[src/rtl/pkg_dtypes.sv]
// Shared defaults and default-width transaction types for the execution-unit receive buffer.
package pkg_dtypes;

  localparam int DEF_DATA_WIDTH = 16;
  localparam int DEF_IDX_BITS   = 3;
  localparam int DEF_TAG_BITS   = 4;
  localparam int DEF_NUM_WR     = 2;
  localparam int DEF_NUM_RD     = 2;
  localparam int DEF_BYPASS_EN  = 1;
  localparam int DEF_AW         = DEF_IDX_BITS + DEF_TAG_BITS;

  typedef struct packed {
    logic                      valid;
    logic [DEF_AW-1:0]         addr;
    logic [DEF_DATA_WIDTH-1:0] data;
  } wr_chan_t;

  typedef struct packed {
    logic                      valid;
    logic                      hit;
    logic [DEF_DATA_WIDTH-1:0] data;
  } rd_rsp_t;

endpackage

[src/rtl/rxbuf_port_arb.sv]
// Same-index conflict resolver: among requesters targeting one entry index,
// only the lowest-numbered requester is granted.
module rxbuf_port_arb #(
  parameter int N        = 2,
  parameter int IDX_BITS = 3
) (
  input  logic [N-1:0]          req_i,
  input  logic [N*IDX_BITS-1:0] idx_i,
  output logic [N-1:0]          grant_o
);

  always_comb begin
    grant_o = req_i;
    for (int i = 1; i < N; i++) begin
      for (int j = 0; j < i; j++) begin
        if (req_i[j] && (idx_i[j*IDX_BITS +: IDX_BITS] == idx_i[i*IDX_BITS +: IDX_BITS])) begin
          grant_o[i] = 1'b0;
        end
      end
    end
  end

endmodule

[src/rtl/eu_rxbuf_mc.sv]
// Multi-channel read-once receive buffer: direct-mapped entries written by the
// interconnect and consumed by ALU reads, with optional write-to-read forwarding.
module eu_rxbuf_mc
  import pkg_dtypes::*;
#(
  parameter int DATA_WIDTH = DEF_DATA_WIDTH,
  parameter int IDX_BITS   = DEF_IDX_BITS,
  parameter int TAG_BITS   = DEF_TAG_BITS,
  parameter int NUM_WR     = DEF_NUM_WR,
  parameter int NUM_RD     = DEF_NUM_RD,
  parameter int BYPASS_EN  = DEF_BYPASS_EN
) (
  input  logic                                    clk,
  input  logic                                    reset_n,
  input  logic                                    flush_i,
  input  logic [NUM_WR-1:0]                       wr_valid_i,
  input  logic [NUM_WR*(IDX_BITS+TAG_BITS)-1:0]   wr_addr_i,
  input  logic [NUM_WR*DATA_WIDTH-1:0]            wr_data_i,
  output logic [NUM_WR-1:0]                       wr_ready_o,
  input  logic [NUM_RD-1:0]                       rd_valid_i,
  input  logic [NUM_RD*(IDX_BITS+TAG_BITS)-1:0]   rd_addr_i,
  output logic [NUM_RD-1:0]                       rd_valid_o,
  output logic [NUM_RD-1:0]                       rd_hit_o,
  output logic [NUM_RD*DATA_WIDTH-1:0]            rd_data_o,
  output logic [IDX_BITS:0]                       occupancy_o,
  output logic                                    full_o
);

  localparam int AW    = IDX_BITS + TAG_BITS;
  localparam int DEPTH = 1 << IDX_BITS;
  localparam logic [IDX_BITS:0] FULL_CNT = (IDX_BITS+1)'(DEPTH);

  logic [DEPTH-1:0]      valid_q, valid_d;
  logic [TAG_BITS-1:0]   tag_q  [DEPTH];
  logic [TAG_BITS-1:0]   tag_d  [DEPTH];
  logic [DATA_WIDTH-1:0] data_q [DEPTH];
  logic [DATA_WIDTH-1:0] data_d [DEPTH];
  logic [IDX_BITS:0]     occ_q, occ_d, occ_inc, occ_dec;

  logic [NUM_RD-1:0]            rsp_valid_q, rsp_valid_d, rsp_hit_q, rsp_hit_d;
  logic [NUM_RD*DATA_WIDTH-1:0] rsp_data_q, rsp_data_d;

  logic [NUM_WR*IDX_BITS-1:0]   wr_idx;
  logic [NUM_RD*IDX_BITS-1:0]   rd_idx;
  logic [NUM_WR-1:0]            wr_req, wr_grant, wr_bypassed;
  logic [NUM_RD-1:0]            rd_req, rd_grant, rd_byp;
  logic [NUM_RD*DATA_WIDTH-1:0] byp_data;
  logic [NUM_RD*NUM_WR-1:0]     byp_match;

  // Write handshake: wr_ready_o[c] is a same-cycle accept of wr_valid_i[c];
  // an unaccepted write is dropped and the requester must retry.
  always_comb begin
    wr_idx = '0;
    wr_req = '0;
    for (int c = 0; c < NUM_WR; c++) begin
      wr_idx[c*IDX_BITS +: IDX_BITS] = wr_addr_i[c*AW +: IDX_BITS];
      wr_req[c] = wr_valid_i[c] & ~flush_i & ~valid_q[wr_addr_i[c*AW +: IDX_BITS]];
    end
  end

  rxbuf_port_arb #(.N(NUM_WR), .IDX_BITS(IDX_BITS)) u_wr_arb (
    .req_i   (wr_req),
    .idx_i   (wr_idx),
    .grant_o (wr_grant)
  );

  // A read wants the entry if it is stored, or (bypass) if an accepted write targets the same full address.
  always_comb begin
    rd_idx    = '0;
    rd_req    = '0;
    rd_byp    = '0;
    byp_data  = '0;
    byp_match = '0;
    for (int p = 0; p < NUM_RD; p++) begin
      rd_idx[p*IDX_BITS +: IDX_BITS] = rd_addr_i[p*AW +: IDX_BITS];
      for (int c = 0; c < NUM_WR; c++) begin
        if ((BYPASS_EN != 0) && wr_grant[c] && (wr_addr_i[c*AW +: AW] == rd_addr_i[p*AW +: AW])) begin
          byp_match[p*NUM_WR + c]          = 1'b1;
          rd_byp[p]                        = 1'b1;
          byp_data[p*DATA_WIDTH +: DATA_WIDTH] = wr_data_i[c*DATA_WIDTH +: DATA_WIDTH];
        end
      end
      rd_req[p] = rd_valid_i[p] & ~flush_i &
                  ((valid_q[rd_addr_i[p*AW +: IDX_BITS]] &
                    (tag_q[rd_addr_i[p*AW +: IDX_BITS]] == rd_addr_i[p*AW + IDX_BITS +: TAG_BITS])) |
                   rd_byp[p]);
    end
  end

  rxbuf_port_arb #(.N(NUM_RD), .IDX_BITS(IDX_BITS)) u_rd_arb (
    .req_i   (rd_req),
    .idx_i   (rd_idx),
    .grant_o (rd_grant)
  );

  always_comb begin
    valid_d     = valid_q;
    tag_d       = tag_q;
    data_d      = data_q;
    occ_inc     = '0;
    occ_dec     = '0;
    wr_bypassed = '0;
    rsp_valid_d = rd_valid_i;
    rsp_hit_d   = rd_grant;
    rsp_data_d  = '0;
    for (int p = 0; p < NUM_RD; p++) begin
      if (rd_grant[p]) begin
        if (rd_byp[p]) begin
          rsp_data_d[p*DATA_WIDTH +: DATA_WIDTH] = byp_data[p*DATA_WIDTH +: DATA_WIDTH];
          wr_bypassed = wr_bypassed | byp_match[p*NUM_WR +: NUM_WR];
        end else begin
          rsp_data_d[p*DATA_WIDTH +: DATA_WIDTH] = data_q[rd_addr_i[p*AW +: IDX_BITS]];
          valid_d[rd_addr_i[p*AW +: IDX_BITS]]   = 1'b0;
          occ_dec = occ_dec + 1'b1;
        end
      end
    end
    // A forwarded write was consumed in flight, so it never occupies the entry.
    for (int c = 0; c < NUM_WR; c++) begin
      if (wr_grant[c] && !wr_bypassed[c]) begin
        valid_d[wr_addr_i[c*AW +: IDX_BITS]] = 1'b1;
        tag_d[wr_addr_i[c*AW +: IDX_BITS]]   = wr_addr_i[c*AW + IDX_BITS +: TAG_BITS];
        data_d[wr_addr_i[c*AW +: IDX_BITS]]  = wr_data_i[c*DATA_WIDTH +: DATA_WIDTH];
        occ_inc = occ_inc + 1'b1;
      end
    end
    occ_d = occ_q + occ_inc - occ_dec;
    if (flush_i) begin
      valid_d = '0;
      occ_d   = '0;
    end
  end

  always_ff @(posedge clk or negedge reset_n) begin
    if (!reset_n) begin
      valid_q     <= '0;
      occ_q       <= '0;
      rsp_valid_q <= '0;
      rsp_hit_q   <= '0;
      rsp_data_q  <= '0;
    end else begin
      valid_q     <= valid_d;
      occ_q       <= occ_d;
      rsp_valid_q <= rsp_valid_d;
      rsp_hit_q   <= rsp_hit_d;
      rsp_data_q  <= rsp_data_d;
    end
  end

  always_ff @(posedge clk) begin
    tag_q  <= tag_d;
    data_q <= data_d;
  end

  assign wr_ready_o  = wr_grant & {NUM_WR{reset_n}};
  assign rd_valid_o  = rsp_valid_q;
  assign rd_hit_o    = rsp_hit_q;
  assign rd_data_o   = rsp_data_q;
  assign occupancy_o = occ_q;
  assign full_o      = (occ_q == FULL_CNT);

endmodule

[config.mk]
export PLATFORM = sky130hd
export DESIGN_NAME = eu_rxbuf_mc
export DESIGN_NICKNAME = d
export VERILOG_FILES = /design/src/rtl/pkg_dtypes.sv /design/src/rtl/rxbuf_port_arb.sv /design/src/rtl/eu_rxbuf_mc.sv
export SDC_FILE = /design/constraint.sdc
export NUM_CORES = 1
export LEC_CHECK = 0
export BUFFER_PORTS_ARGS = -buffer_cell sky130_fd_sc_hd__buf_2
export CORE_MARGIN = 1
export CORE_UTILIZATION = 33
export DETAILED_ROUTE_END_ITERATION = 8
export PLACE_DENSITY_LB_ADDON = 0.15
export SYNTH_ARGS = -nofsm -noshare
export SYNTH_HDL_FRONTEND = slang
export SYNTH_SLANG_ARGS = --single-unit
[constraint.sdc]
create_clock -name clk -period 6.3 [get_ports clk]
set_clock_uncertainty 0.15 [all_clocks]
set_input_delay 0.63 -clock clk [delete_from_list [all_inputs] [get_ports clk]]
set_output_delay 0.63 -clock clk [all_outputs]
set_load 0.01 [all_outputs]
==> Word-level counts from Yosys, hierarchy flattened <==
Index checks and enable logic that the tools add are counted.
{ "classes": {"addsub": 4, "order_cmp": 14, "eq_ne": 9, "muxes": 78, "bitwise_logic": 27, "reduce_logical": 16} }
{ "ops": {"columns": ["op", "count"], "rows": [
  ["bitwise mux 128 bit", 2],
  ["two-way mux 128 bit", 2],
  ["two-way mux 16 bit", 14],
  ["binary-select mux 16 bit (select 3 bit)", 2],
  ["demux 16 bit (select 3 bit)", 2],
  ["bitwise mux 32 bit", 2],
  ["two-way mux 32 bit", 2],
  ["two-way mux 8 bit", 7],
  ["two-way mux 4 bit", 11],
  ["equality test 7 bit", 4],
  ["binary-select mux 4 bit (select 3 bit)", 2],
  ["demux 4 bit (select 3 bit)", 2],
  ["two-way mux 1 bit", 18],
  ["AND 8 bit", 2],
  ["greater-or-equal comparator 4 bit, second input constant", 4],
  ["less-than comparator 3 x 4 -> 1 bit, second input constant", 4],
  ["NOT 3 -> 4 bit", 4],
  ["NOT 8 bit", 2],
  ["OR 8 bit", 2],
  ["logical AND 1 bit", 14],
  ["binary-select mux 1 bit (select 3 bit)", 4],
  ["demux 1 bit (select 3 bit)", 4],
  ["greater-or-equal comparator 3 x 1 -> 1 bit, second input constant", 4],
  ["AND 1 bit", 10],
  ["other kinds (13)", 24]
]} }
{ "word_totals": {"reg_bits": 208, "in_bits": 67, "out_inout_bits": 43, "elab_cells": 169} }

==> Longest topological paths before layout <==
{ "depth": {"ltp_word": 22, "depth_mapped": 23, "mapped_depth_nobuf": 16} }

==> Cells and area by module <==
From an unflattened synthesis, not the netlist that was laid out.
{ "hier_totals": {"cells_unflattened": 1542, "area_unflattened_um2": 12644.6} }
{ "modules_own_cells": {"columns": ["mod", "n_inst", "cells_each", "area_per_inst_um2", "seq_area_each_um2"], "rows": [
  ["eu_rxbuf_mc", 1, 1530, 12552.0, 4404.2],
  ["rxbuf_port_arb", 2, 6, 46.3, 0.0]
]} }

==> Least setup slack after synthesis <==
OpenSTA, ideal clock, no wires.
{ "synth_timing": {"path_type": "input to register", "start": "input rd_addr_i[9]", "end": "register occ_q[3] (netlist: occupancy_o[3])", "setup_time_ns": 0.132, "t_arrival_ns": 4.497, "required_ns": 6.018, "setup_slack_ns": 1.521, "path_stages": 21, "path_buffers": 5, "cell_sequence": "buf_2 -> buf_1 -> xor2_1 -> nor4_1 -> nand4_1 -> o32ai_1 -> a32oi_2 -> a211oi_2 -> buf_2 -> buf_2 -> buf_2 -> nor2_1 -> ha_1 -> inv_1 -> fa_1 -> inv_1 -> ha_1 -> a21o_1 -> a21oi_1 -> xor2_1 -> nor2_1"} }
{ "synth_via": {"elab_chain_cells": 18, "elab_cells_between_ends": 35, "classes_between": "add/sub: 3; eq/ne: 4; mux: 16; bitwise: 5; reduce/logical: 7"} }
{ "synth_lines": {"columns": ["element", "line_no", "source"], "rows": [
  ["from (decl)", "eu_rxbuf_mc.sv:21", "input logic [NUM_RD*(IDX_BITS+TAG_BITS)-1:0] rd_addr_i,"],
  ["NOT 3 -> 4 bit (not written as such)", "eu_rxbuf_mc.sv:85", "(tag_q[rd_addr_i[p*AW +: IDX_BITS]] == rd_addr_i[p*AW + IDX_BITS +: TAG_BITS])) |"],
  ["binary-select mux 4 bit (select 3 bit)", "eu_rxbuf_mc.sv:85", null],
  ["two-way mux 4 bit (not written as such) (2 in a row)", "eu_rxbuf_mc.sv:85", null],
  ["equality test 4 bit", "eu_rxbuf_mc.sv:85", null],
  ["AND 1 bit", "eu_rxbuf_mc.sv:84", "((valid_q[rd_addr_i[p*AW +: IDX_BITS]] &"],
  ["OR 1 bit", "eu_rxbuf_mc.sv:85", null],
  ["AND 1 bit", "eu_rxbuf_mc.sv:83", "rd_req[p] = rd_valid_i[p] & ~flush_i &"],
  ["two-way mux 1 bit", "rxbuf_port_arb.sv:16", "if (req_i[j] && (idx_i[j*IDX_BITS +: IDX_BITS] == idx_i[i*IDX_BITS +: IDX_BITS])) begin"],
  ["(+2 left out)", null, null],
  ["logical AND 1 bit", "eu_rxbuf_mc.sv:120", "if (wr_grant[c] && !wr_bypassed[c]) begin"],
  ["two-way mux 1 bit", "eu_rxbuf_mc.sv:120", null],
  ["adder 4 x 1 -> 4 bit", "eu_rxbuf_mc.sv:124", "occ_inc = occ_inc + 1'b1;"],
  ["two-way mux 4 bit", "eu_rxbuf_mc.sv:120", null],
  ["adder 4 bit", "eu_rxbuf_mc.sv:127", "occ_d = occ_q + occ_inc - occ_dec;"],
  ["subtractor 4 bit (*)", "eu_rxbuf_mc.sv:127", null],
  ["two-way mux 4 bit (*)", "eu_rxbuf_mc.sv:128", "if (flush_i) begin"],
  ["net occ_d[3]", "eu_rxbuf_mc.sv:38", "logic [IDX_BITS:0] occ_q, occ_d, occ_inc, occ_dec;"],
  ["to (signal assigned)", "eu_rxbuf_mc.sv:137", "occ_q <= '0;"],
  ["to (signal assigned)", "eu_rxbuf_mc.sv:143", "occ_q <= occ_d;"],
  ["to (decl)", "eu_rxbuf_mc.sv:38", null]
]} }
Mark *: on every way through the listed nets, which the timed path passes. The rest lies on a longest branch. The select of a mux whose other input is x is not followed.

==> key figures <==
Outcome
  – Outcome: complete, but fails checks
  – Failing checks: design-rule violations

STA
  – Final WS setup: 1600 ps
  – RSZ-0062 raised after global routing: false
  – Ratio of final minimum period to clock period: about three quarters
  – Setup violations, final: 0
  – Max-slew violations: 0
  – Worst slew pin tran: 1200 ps
  – Achievable frequency: between 0.2 and 0.25 GHz
  – Final Hold Fails: 0
  – Max-slew headroom: 20.2%
  – Fin Setup TNS: 0 ps
  – Min Tclk post-route: between 4000 and 5000 ps

Clocking
  – Post-CTS Setup Bufs: 0
  – Clk_lat worst skew: 570 ps
  – Post-cts sizing count: 0
  – Post-CTS Hold Fix Bufs: 1
  – TritonCTS clock tree: yes
  – Total CTS buffers: 24
  – H-tree Lvls: 1
  – Clock slew at reported path FFs: 60 ps
  – CTS Root Cell: clkbuf_16
  – Max Buffers Root-to-Sink: 3
  – Clk sinks: 208

Pwr
  – Leakage: approximately 0.0057 uW
  – Switch share: 32.5%
  – Combinational cell fraction of total power: 24.2%
  – Power share of the clock group: about a third
  – Total Power: 4630 uW
  – Sw power: 1510 uW
  – Internal power: 3120 uW
  – Pwr/cell area: between 300 and 400 nW/um^2
  – Peak supply drop: 0.213 mV
  – Sequential share of power: ~41%

Drt
  – Starting DRC count in detailed routing: 2235
  – Final antenna-violating net count: 0
  – DRC: 12
  – Wire per inst: between 30 and 40 microns
  – DRT Pass-1 Iters: 8
  – Routed via count: around 15000
  – Via density: about 6.8
  – Total Wirelength: ~67 mm

Floorplan
  – IO Count: 110
  – DIE AREA: 42600 sq um
  – Initial core utilization: ~34%
  – Chip Width: between 200 and 250 microns
  – Total core area: 41000 sq um
  – Die height: just over 200 microns
  – Row count: 74

Worst setup path
  – CP Launch Type: primary input
  – Crit Path Class: primary input to flop
  – Worst setup EP type: flop
  – CP Max Fanout: around 170
  – Worst path required time: 6520 ps
  – Worst path arrival time: 4920 ps

GRT
  – Pin count of the biggest net entering global routing: 302
  – Total grt overflow: 0
  – GRT Resource Usage Total: 30.8%
  – First-pass GRT wire length: roughly 96 mm
  – Vias in the first global route: 13700
  – Initial antenna violation count: 2

Synth
  – Post-Syn Area: 13800 sq um
  – Prevailing post-synth register cell: dfxtp_1
  – Register bit total from synthesis: 208
  – Mean post-synth cell area: 8.54 sq um
  – Syn nets: 1690
  – Synth top area cells: dfxtp_1, mux4_2, dfrtp_1, a31oi_1, or4_1
  – Yosys warning total: 0
  – Library cells used by synthesis: 64
  – EDFF count, synth: 0
  – Cells after Synth: between 1500 and 2000
  – Register area share after synthesis: 31.9%
  – Ys async rst share: between 20 and 25%
  – Top-area cell type share of the netlist area: 23.2%
  – Dominant cell type by area after synthesis: dfxtp_1

Layout
  – Most frequent cells in the layout: o21ai_0, a31oi_1, nor3_1, dfxtp_1, or4_1
  – Diodes inserted: 0
  – Final net count: 1661
  – Layout area overhead: 11.1%
  – Share of layout cells above drive strength 1: 18.2%

Placed design
  – Global placer's final weighted congestion: between 0.9 and 1
  – Dpl ws: 1310 ps
  – Detailed placement HPWL: approximately 39 mm
  – Port buffer count: 109

Run
  – Max Cap Violations: 0

Hold path
  – Worst min-delay path category: primary input to flop
-- final timing paths --
path                          startpoint       endpoint  slack, ps  cells after the start
setup / recovery            rd_addr_i[8]    data_q[126]       1600                     10
hold / removal             rd_valid_i[0]  rd_valid_o[0]         60                      1
setup reg to reg              valid_q[2]    data_q[126]       1730                      9
hold reg to reg              data_q[108]    data_q[108]        360                      2
max in group asynchronous        reset_n  rd_data_o[29]       4960                      3
min in group asynchronous        reset_n  rd_valid_o[1]        280                      2
-- area by class of cell --
| type | instances | area, sq um |
|---|---|---|
| Clock inverter | 16 | 241 |
| Clock buffer | 28 | 626 |
| Timing Repair Buffer | 159 | 951 |
| Tap cell | 532 | 666 |
| Multi-Input combinational cell | 1173 | 8360 |
| Inverter | 19 | 71.3 |
| Fill cell | 4167 | 25700 |
| Sequential cell | 208 | 4400 |
-- power groups by stage --
| stage | Clock (uW) | Sequential [uW] | Combinational [uW] |
|---|---|---|---|
| after floorplan | 0 | 1800 | 799 |
| after global placement | 0 | 1920 | 1070 |
| after detailed placement | 0 | 1920 | 1090 |
| after CTS | 1620 | 1890 | 1090 |
| after global routing | 1660 | 1940 | 1210 |
| final | 1600 | 1910 | 1120 |
-- flip-flops by register name (all words and copies together), names as in the netlist --
signal	cells
rd_hit_o	2
rd_data_o	32
rd_valid_o	2
tag_q	32
valid_q	8
data_q	128
occupancy_o	4
-- per-stage QoR --
step,instance area (sq um),utilization [%],hold WS (ps),std cells
6_report,15300,37.4,55.4,2135
5_1_grt,15300,37.4,57.5,2135
3_5_place_dp,14400,35.2,304,2090
3_3_place_gp,14400,35.2,301,2090
4_1_cts,15300,37.4,45.3,2135
2_1_floorplan,13800,-,184,1614
-- cells by family after synthesis --
family / Yosys count / share of synthesized area [%]
DFF: 208 / 31.9
adders and majority gates: 9 / 0.925
and+or+nand+nor: 528 / 21.7
muxes: 130 / 14.6
buffers and inverters: 233 / 7.58
AOI/OAI and AO/OA: 465 / 20.6
xor gates and xnor gates: 41 / 2.60
-- Yosys cell counts (7+ instances only) --
library cell / number
inv_1: 18
o21ai_0: 176
nand2b_1: 17
nand4_1: 7
or4_1: 141
nand3b_1: 7
nand2_1: 71
ha_1: 7
buf_2: 26
nand3_1: 26
a31oi_1: 175
mux2_2: 18
a211oi_1: 22
nor2_1: 45
o221ai_1: 19
xor2_1: 18
nor3_1: 163
xnor2_1: 23
dfrtp_1: 48
or2_2: 13
mux4_2: 55
dfxtp_1: 160
mux2i_1: 57
a21oi_1: 11
clkbuf_1: 154
or3_1: 11
o22ai_1: 32
buf_1: 15
buf_6: 18
-- critical path, cell delays in order --
cell,delay (ps)
buf_2,450
xor2_1,130
nor4_1,420
nand4_1,320
o32ai_1,580
a32oi_2,220
a211oi_4,330
buf_12,620
or2_2,860
a31oi_1,200
-- metal layers --
metal | vias to the layer above | routed length (microns) | GRT usage, %
met4 | 0 | 2760 | 13.2
met5 | - | 0 | 0
met3 | 195 | 7420 | 7.74
met1 | 7209 | 27000 | 40.3
li1 | 6204 | - | -
met2 | 991 | 29600 | 47.7
Power figures use the tool's default switching activity.
